<file path="src/rtl/minterm_scanner.sv">
// Truth-table extractor: scans every input vector, builds the minterm mask/count
// and streams minterm indices. Optional comparator enabled by `define SCAN_CHECK_EN.
module minterm_scanner #(
    parameter int N_VARS = 4,
    parameter int SETTLE = 1
) (
    input  logic                  clk,
    input  logic                  reset,
    input  logic                  start,
    output logic [N_VARS-1:0]     vec,
    input  logic                  s,
    output logic                  busy,
    output logic                  done,
    output logic [2**N_VARS-1:0]  mask,
    output logic [N_VARS:0]       count,
    output logic                  m_valid,
    input  logic                  m_ready,
    output logic [N_VARS-1:0]     m_index,
    output logic                  m_last
`ifdef SCAN_CHECK_EN
    ,
    // 'expect' is a reserved word, so the reference mask port carries a suffix
    input  logic [2**N_VARS-1:0]  expect_mask,
    output logic                  mismatch
`endif
);

    localparam logic [N_VARS-1:0] LAST_IDX    = '1;
    localparam logic [31:0]       SETTLE_LAST = 32'(SETTLE - 1);
    localparam logic [N_VARS:0]   ONE         = (N_VARS+1)'(1);

    typedef enum logic [1:0] {IDLE, APPLY, EMIT} state_t;

    state_t            state;
    logic [N_VARS-1:0] idx;
    logic [N_VARS-1:0] ptr;
    logic [N_VARS:0]   emitted;
    logic [31:0]       settle;

    logic [N_VARS:0]   count_inc;
    logic [N_VARS:0]   emitted_nxt;
    logic [N_VARS-1:0] ptr_nxt;
    logic              advance;

    always_comb begin
        count_inc   = count + (N_VARS+1)'(s);
        advance     = (state == EMIT) && (!m_valid || m_ready);
        emitted_nxt = emitted + (N_VARS+1)'(m_valid && m_ready);
        ptr_nxt     = ptr + 1'b1;
    end

    always_ff @(posedge clk) begin
        if (reset) begin
            state    <= IDLE;
            idx      <= '0;
            ptr      <= '0;
            emitted  <= '0;
            settle   <= '0;
            vec      <= '0;
            busy     <= 1'b0;
            done     <= 1'b0;
            mask     <= '0;
            count    <= '0;
            m_valid  <= 1'b0;
            m_index  <= '0;
            m_last   <= 1'b0;
`ifdef SCAN_CHECK_EN
            mismatch <= 1'b0;
`endif
        end else begin
            done <= 1'b0;
            case (state)
                IDLE: begin
                    vec  <= '0;
                    busy <= 1'b0;
                    if (start) begin
                        state    <= APPLY;
                        busy     <= 1'b1;
                        idx      <= '0;
                        settle   <= '0;
                        mask     <= '0;
                        count    <= '0;
`ifdef SCAN_CHECK_EN
                        mismatch <= 1'b0;
`endif
                    end
                end
                APPLY: begin
                    if (settle == SETTLE_LAST) begin
                        settle     <= '0;
                        mask[idx]  <= s;
                        count      <= count_inc;
                        if (idx == LAST_IDX) begin
                            // Preload the first beat so the stream outputs stay registered
                            state   <= EMIT;
                            vec     <= '0;
                            ptr     <= '0;
                            emitted <= '0;
                            m_valid <= mask[0];
                            m_index <= '0;
                            m_last  <= mask[0] && (count_inc == ONE);
                        end else begin
                            idx <= idx + 1'b1;
                            vec <= idx + 1'b1;
                        end
                    end else begin
                        settle <= settle + 32'd1;
                    end
                end
                EMIT: begin
                    if (advance) begin
                        if (ptr == LAST_IDX) begin
                            state    <= IDLE;
                            busy     <= 1'b0;
                            done     <= 1'b1;
                            m_valid  <= 1'b0;
                            m_index  <= '0;
                            m_last   <= 1'b0;
`ifdef SCAN_CHECK_EN
                            mismatch <= (mask != expect_mask);
`endif
                        end else begin
                            ptr     <= ptr_nxt;
                            emitted <= emitted_nxt;
                            m_valid <= mask[ptr_nxt];
                            m_index <= ptr_nxt;
                            m_last  <= mask[ptr_nxt] && ((emitted_nxt + ONE) == count);
                        end
                    end
                end
                default: state <= IDLE;
            endcase
        end
    end

endmodule

</file>
<file path="config.mk">
export PLATFORM = sky130hd
export DESIGN_NAME = minterm_scanner
export DESIGN_NICKNAME = d
export VERILOG_FILES = /design/src/rtl/minterm_scanner.sv
export SDC_FILE = /design/constraint.sdc
export NUM_CORES = 1
export LEC_CHECK = 0
export BUFFER_PORTS_ARGS = -buffer_cell sky130_fd_sc_hd__clkbuf_2
export CAP_MARGIN = 20
export CELL_PAD_IN_SITES_DETAIL_PLACEMENT = 0
export CELL_PAD_IN_SITES_GLOBAL_PLACEMENT = 1
export CORE_AREA = 5 5 85 146
export DETAILED_ROUTE_END_ITERATION = 7
export DIE_AREA = 0 0 90 151
export PLACE_DENSITY = 0.77
export SETUP_SLACK_MARGIN = 0.5
export SLEW_MARGIN = 10
export SYNTH_ARGS = -nofsm -noshare
export SYNTH_HDL_FRONTEND = slang
export SYNTH_SLANG_ARGS = --single-unit
export TNS_END_PERCENT = 10
</file>
<file path="constraint.sdc">
create_clock -name clk -period 1.9 [get_ports clk]
set_input_delay 0.285 -clock clk [delete_from_list [all_inputs] [get_ports clk]]
set_output_delay 0.285 -clock clk [all_outputs]
set_load 0.03 [all_outputs]
</file>
## Yosys cells after proc, flatten, opt, wreduce, memory -nomap -nowiden

Index checks and enable logic that the tools add are counted.

- Logic and storage cells: 113
- Flip-flop bits (word level): 80
- Bits of input ports: 5
- Output and inout bits: 33

- Mux-type cells: 55
- $add $sub $neg: 6
- Bitwise operators: 2
- Reductions and logical operators: 21
- Order comparisons: 3
- Equality and inequality tests: 13

Operator list:

| kind | number |
|---|---|
| $mux 32 | 2 |
| $pmux 32 s2 | 1 |
| $mux 4 | 11 |
| $add 32x1->32 const B | 1 |
| $logic_not 32->1 | 1 |
| $mux 16 | 2 |
| $pmux 16 s2 | 1 |
| $pmux 4 s2 | 4 |
| $mux 5 | 6 |
| $pmux 5 s2 | 2 |
| $bwmux 16 | 1 |
| $mux 1 | 14 |
| $ne 2x2->1 const B | 6 |
| $add 5x1->5 | 2 |
| $lt 4x5->1 const B | 2 |
| $mux 2 | 5 |
| $reduce_and 5->1 | 2 |
| $add 4x1->4 const B | 2 |
| $eq 4x4->1 const B | 2 |
| $reduce_and 4->1 | 2 |
| $pmux 1 s2 | 3 |
| $pmux 2 s3 | 1 |
| $reduce_and 3->1 | 2 |
| $reduce_bool 2->1 | 3 |
| other kinds (16) | 22 |

## Longest topological paths before layout

Gate-level depths: netlist of the first run.

- Word-level depth: 8
- Gate-level depth with buffers: 10
- Depth with buffers taken out: 10

## Least setup slack after synthesis of the first run

Ideal clock, no wire load.

- Path kind: register -> register
- Start: register m_valid
- End: register m_last
- Setup time: 58 ps
- Slack: -257 ps
- Stages on the path, launching flop included: 10
- Data arrival time: 2,099 ps
- Period minus slack after synthesis: 2,157 ps
- Data required time: 1,842 ps
- Path buffers: 0
- Path through: dfxtp_1 > and2_1 > ha_1 > ha_1 > ha_1 > xnor2_1 > xnor2_1 > nand4_1 > a211oi_1 > o21ba_1

- Word-level cells in the longest chain between the ends: 8
- Elaborated cells on any way between the ends: 13
- Those cells by class: add/sub (2); eq/ne (2); mux (3); reduce/logical (6)

RTL lines:

| what | RTL line | RTL |
|---|---|---|
| start, declared | 16 | `output logic m_valid,` |
| start signal, assigned | 99 | `m_valid <= mask[0];` |
| start signal, assigned | 125 | `m_valid <= mask[ptr_nxt];` |
| $logic_and 1x1->1 | 48 | `emitted_nxt = emitted + (N_VARS+1)'(m_valid && m_ready);` |
| $add 5x1->5 | 48 |  |
| $add 5x1->5 | 127 | `m_last <= mask[ptr_nxt] && ((emitted_nxt + ONE) == count);` |
| $eq 5x5->1 | 127 |  |
| $logic_and 1x1->1 | 127 |  |
| $mux 1 | 112 | `if (ptr == LAST_IDX) begin` |
| $mux 1 | 111 | `if (advance) begin` |
| $pmux 1 s2 | 72 | `case (state)` |
| end signal, assigned | 101 | `m_last <= mask[0] && (count_inc == ONE);` |
| end signal, assigned | 127 |  |
| end, declared | 19 | `output logic m_last` |

Parallel ways exist; a longest one is shown, timed or not. The select of a mux whose other input is x is not followed.
A chain may end at the register's enable or synchronous reset.

## Worst setup path after layout of the first run

- Start: register ptr[1]
- End: register m_last

- Word-level cells in the longest chain between the ends: 7
- Elaborated cells on any way between the ends: 8
- Those cells by class: add/sub (1); eq/ne (1); mux (5); reduce/logical (1)

RTL lines:

| what | RTL line | RTL |
|---|---|---|
| start, declared | 36 | `logic [N_VARS-1:0] ptr;` |
| start signal, assigned | 123 | `ptr <= ptr_nxt;` |
| $add 4x1->4 | 49 | `ptr_nxt = ptr + 1'b1;` |
| $bmux 1 s4 | 127 |  |
| $mux 1 (not written as such) | 127 |  |
| $logic_and 1x1->1 | 127 |  |
| $mux 1 (*) | 112 |  |
| $mux 1 (*) | 111 |  |
| $pmux 1 s2 (*) | 72 |  |

Mark *: on every way between the ends. The rest lies on a longest branch, timed or not. The select of a mux whose other input is x is not followed.

==> impl_metrics.ini, run 1 <==
[synthesis]
yosys.area_share.simple_pct = 24.8
yosysTopAreaCellShare_pct = 36.9
yosysSeqAreaShare_pct = 36.9
synth_top_family_by_area = simple AND/OR/NAND/NOR gates
yosys_warnings = 0
yosys-top-cells-area = dfxtp_1, a21oi_1, nand2_1
synthMuxAreaShare_pct = 2.83
synth_edf_count = 0
syn_nets = 550
synthArstFlopShare_pct = 0
ys.flop_type = dfxtp_1
yosysMostFrequentCell = dfxtp_1
syn_area_um2 = 4340
synth-xor-area-share_pct = 5.86
ys_top_cells_by_count = dfxtp_1, a21oi_1, nand2_1, nor2_1, nand3_1
yosysUniqueCellTypes = 54
synth_fa_ha_area_share_pct = 3.46
synth_compound_area_share_pct = 21.4
yosysTopAreaCell = dfxtp_1
synth_seq_cells = 80
syn-instance-count = 533
avgSynthCellArea_um2 = 8.14

[critical_path]
required_ps = 2130
r2r_setup_slack_ps = -160
crit_chain = ha_4, mux4_2, mux4_2, nand2_2, a211oi_2, o21ba_1
regToRegEndpoint = m_last
critPathLaunchType = flop
crit_family = multiplexers
cp_slowest_cell = mux4_2
cp_num_buf_inv = 0
path_class = flop to flop
worstSetupPathDepth = 6
reg2regPathDepth = 6
cp-end-kind = flop
reg2reg_from = ptr[1]
slowest_delay_ps = 510
crit_path_max_fanout = 5
critPathMostFrequentCell = mux4_2
arrival_ps = 2290

[floorplanning]
dieArea_um2 = 13600
die_h_um = 151
core_area_um2 = 11000
start_util_pct = 39.3
io-pin-count = 38
die_width_um = 90
rows = 51

[clock_network]
ctsHtreeMaxLevel = 3
cts_hold_buf = 0
clock-root-buffer = clkbuf_16
clkTransAtPathRegs_ps = 60
cts_made_buffers = 9
cts_tree = yes
numClockSinks = 80
clock_path_buffers = 2
clk_latency_ps = 340

[timing]
timing.final.ws_setup_ps = -157
min_period_ps = 2060
skew_ps = 8.29
worst_pin_slew_ps = 557
rsz0062_at_grt = true
hold_violations = 0
setup_violations = 18
maxSlewViolCount = 0
finalCritPeriodShare_pct = 108
fmax_mhz = 486
max-slew-margin-rel_pct = 62.7
timing.hold.ws_ps = 265

[drt]
post_drt_wl_per_cell_um = 18.1
post_drt_via_cell_ratio = 5.87
drt_iter0_markers = 335
drc_errors = 0
vias = 4643
ant_nets = 0
dr.pass1.iters = 5
drt-total-wl_um = 14300

[final_layout]
layout-drive-gt1-share_pct = 38.1
stdcell_area_um2 = 6240
finalNonFillerCells = 791
diodes = 0
syn_to_final_growth_pct = 44.0
nNetsFinal = 671
fillers = 1001

[global_route]
antenna_found_initial = 0
grt_pass1_vias = 4659
grtUsageTotal_pct = 20.7
grt_pass1_wl_um = 22600
grt_max_degree = 41
grt_overflow = 0

[place]
routabilityCongestion = 0.890
place_inst = 762
io_buffers = 37
dp_hpwl_um = 10600
placed_area_um2 = 5370

[run_status]
status = complete, but fails checks
violations = setup timing

[pwr]
peakVddDrop_mv = 0.484
power.density_nw_per_um2 = 609
leakage_nw = 2.37

[worst_hold_path]
holdCritStartpoint = reset
holdPathEnd = settle[12]
hp-class = input port to flop
hold_path_depth = 2

[job]
cap_viol_max_count = 0
[worst max path at each step]
| stage | slack [ps] | endpoint | from |
|---|---|---|---|
| final | -160 | m_last | ptr[1] |
| after global routing | -230 | m_last | ptr[0] |
| after CTS | -160 | m_last | ptr[1] |
| after detailed placement | -250 | m_last | m_ready |
| after global placement | -150 | m_last | ptr[0] |
| after floorplan | -50 | m_last | ptr[1] |
[kinds of logic (layout without fill, tap and decap cells)]
| kind of cell | Yosys count | after routing |
|---|---|---|
| muxes | 6 | 6 |
| DFF | 80 | 80 |
| and+or+nand+nor | 205 | 205 |
| adders and majority gates | 12 | 12 |
| xor gates and xnor gates | 29 | 29 |
| buffers and inverters | 49 | 175 |
| AOI/OAI and AO/OA | 152 | 152 |
[where the power goes]
part           switching (mW)  total, mW  internal, mW
clock                   0.744       1.68         0.939
combinational           0.242      0.415         0.173
sequential             0.0146       1.70          1.69
total                    1.00       3.80          2.80
[layer usage]
layer | global-route usage (%) | up-vias | share of wire, %
li1 | - | 2207 | -
met5 | 0 | - | 0
met4 | 14.8 | 0 | 6.9
met3 | 3.28 | 57 | 3.9
met2 | 40.0 | 138 | 55
met1 | 19.4 | 2241 | 34
[registers in the layout, indices dropped and copies added (netlist names), 2 cells and up]
signal,count
state,2
vec,4
emitted,5
idx,4
mask,16
count,5
settle,32
m_index,4
ptr,4
[cell usage in the layout (no fill, tap or decap), types with 6 or more instances in the layout]
cell,n
ha_1,8
o211ai_1,11
nand2_1,43
a31oi_1,11
buf_6,11
a21oi_2,6
buf_4,84
nand3_1,29
inv_1,18
or3_1,6
dfxtp_1,64
nand4_1,17
clkbuf_2,37
clkbuf_16,9
nor3_1,6
xor2_1,13
nor2_1,41
o21ai_1,20
a21oi_1,46
nor2b_1,6
o21ai_0,8
xnor2_1,13
nor4_4,7
o21ai_2,11
dfxtp_2,16
[cell type report]
type	count	area [um^2]	share of cell area [%]
multi-input cells	404	3010	48.2
well taps	132	165	2.65
repair buffers	139	1080	17.3
flip-flops and latches	80	1620	26.0
inverters	20	75.1	1.20
clock buffers	10	239	3.83
clock inverters	6	53.8	0.862
[repair_timing]
item / in CTS / in global routing
pin swaps: 67 / 33
cloned: 1 / 0
endpoints found under the setup margin: 81 / 81
resized for setup: 82 / 29
setup buffers: 6 / 6
[per-stage QoR]
step           power, mW  setup TNS [ps]  util, %  setup WS (ps)
6_report            3.80           -1080     56.6           -157
5_1_grt             3.94           -4620     56.6           -234
4_1_cts             3.79            -421     54.7           -165
3_5_place_dp        2.06           -1620     48.7           -246
3_3_place_gp        2.05           -1550     48.7           -148
2_1_floorplan       1.93           -45.3        -          -45.3
No activity file was read; power rests on OpenSTA's default activity.
==> run 2: changes to the inputs <==
==> constraint.sdc (replaced) <==
create_clock -name clk -period 1.9 [get_ports clk]
set_input_delay 0.285 -clock clk [delete_from_list [all_inputs] [get_ports clk]]
set_output_delay 0.285 -clock clk [all_outputs]
set_load 0.005 [all_outputs]
==> run 2 against run 1 <==
Against the previous run: the flow still finishes with violations (setup timing); sequential power barely moved; critical endpoint unchanged; sequential share of layout area about the same; count of clock-buffer cells in the layout is the same; maximum frequency down 3.4%; non-clock buffer count grew 5; clock skew shrank 1.4 ps; highest routed layer unchanged; register-to-register slack worse by 70 ps; first-iteration DRC count decreased by 20%; worst hold slack better by 5.8 ps.
==> impl_metrics.ini, run 2 (synthesis gave the netlist of run 1 again) <==
[place]
io_buffers = 37
place_inst = 769
routabilityCongestion = 0.922
pre_cts_slack_ps = -296
dp_hpwl_um = 11100

[pwr]
peakVddDrop_mv = 0.443
leakage_nw = 2.37
power.density_nw_per_um2 = 638
p_total_mw = 3.98

[drt]
ant_nets = 0
post_drt_wl_per_cell_um = 18.7
post_drt_via_cell_ratio = 5.87
dr.pass1.iters = 5
drt_iter0_markers = 269
vias = 4674
drc_errors = 0
drt-total-wl_um = 14900

[timing]
min_period_ps = 2130
timing.final.ws_setup_ps = -228
max-slew-margin-rel_pct = 57.9
skew_ps = 6.87
setup_violations = 21
fmax_mhz = 470
finalCritPeriodShare_pct = 112
worst_pin_slew_ps = 629
maxSlewViolCount = 0
rsz0062_at_grt = true
hold_violations = 0

[global_route]
grt_overflow = 0
grt_pass1_wl_um = 23000
grt_max_degree = 28
grt_pass1_vias = 4619
antenna_found_initial = 0
grtUsageTotal_pct = 21.2

[floorplanning]
die_h_um = 151
rows = 51
die_width_um = 90
io-pin-count = 38
dieArea_um2 = 13600
core_area_um2 = 11000
start_util_pct = 39.3

[clock_network]
clock_path_buffers = 2
clkTransAtPathRegs_ps = 60
cts_hold_buf = 0
clock-root-buffer = clkbuf_16
ctsHtreeMaxLevel = 3
cts_made_buffers = 9
numClockSinks = 80
clk_latency_ps = 350
cts_tree = yes

[final_layout]
finalNonFillerCells = 796
fillers = 1010
top_register = settle
final_cell_mix = buf_4, dfxtp_1, nand2_1, a21oi_1, clkbuf_2
multiInputGateArea_um2 = 2990
finish.utilization_pct = 56.5
largest_register_ffs = 32
layout_commonest_cell = buf_4
nNetsFinal = 676
seqCellArea_um2 = 1620
layout-drive-gt1-share_pct = 38.4
reg_top3 = settle (32), mask (16)
syn_to_final_growth_pct = 43.9
diodes = 0

[critical_path]
arrival_ps = 2370
reg2reg_from = ptr[0]
cp_slowest_cell = mux4_2
critPathLaunchType = flop
crit_family = multiplexers
critPathMostFrequentCell = mux4_2
cp_num_buf_inv = 0
required_ps = 2140
slowest_delay_ps = 560
crit_path_max_fanout = 4
path_class = flop to flop
crit_start = ptr[0]
crit_chain = ha_4, mux4_2, mux4_2, nand2_2, a211oi_2, o21ba_1
cp-end-kind = flop

[worst_hold_path]
hp-class = input port to flop
holdCritStartpoint = s

[run_status]
status = complete, but fails checks
violations = setup timing

[job]
cap_viol_max_count = 0
## run 2: cell types whose count changed in the layout (fill, tap and decap cells not counted), sizes merged
cell      before  now
clkinv         4    1
bufinv         0    2
clkinvlp       1    2
buf          102  107
## run 2: tightest hold or removal path, cell delays in order
cell,delay [ps]
clkbuf_2,140
nand4_1,80
a21oi_1,60
## run 2: through the flow
stage,hold slack [ps],cell area [um^2],setup TNS [ps]
after floorplan,435,4440,-45.3
after global placement,445,5380,-3860
after detailed placement,447,5380,-8270
after CTS,261,5940,-963
after global routing,301,6240,-4290
final,271,6240,-982
## run 2: layout make-up
class	count	area share, %
Timing Repair Buffer	144	17.2
Sequential cell	80	26.0
Clock buffer	10	3.67
Inverter	20	1.20
Clock inverter	6	1.48
Tap cell	132	2.65
Multi-Input combinational cell	404	47.9
## run 2: worst paths after layout
| kind | endpoint | slack [ps] | cells after the start |
|---|---|---|---|
| worst min-delay path | mask[15] | 270 | 3 |
| worst min register to register | m_index[2] | 450 | 2 |
| worst max register to register | m_last | -230 | 6 |
| worst max-delay path | m_last | -230 | 6 |
## run 2: layer usage
layer  part of all wire [%]  global-route usage [%]  vias to the layer above  wire length (um)
li1                       -                       -                     2225                 -
met4                    4.4                    11.8                        0               656
met1                     33                    19.5                     2243              4930
met3                    4.0                    3.98                       52               602
met2                     58                    42.7                      154              8690
met5                      0                       0                        -                 0
## run 2: timing repair
action                                  in CTS  in global routing
buffers inserted                             4                  5
gates resized for setup                     56                 68
endpoints found under the setup margin      79                 80
gates cloned                                 0                  2
pin swaps                                   32                 46
## run 2: power breakdown
group,switching (mW),internal (mW),total (mW)
Sequential,0.0144,1.69,1.70
Combinational,0.228,0.165,0.392
Clock,0.729,1.16,1.89
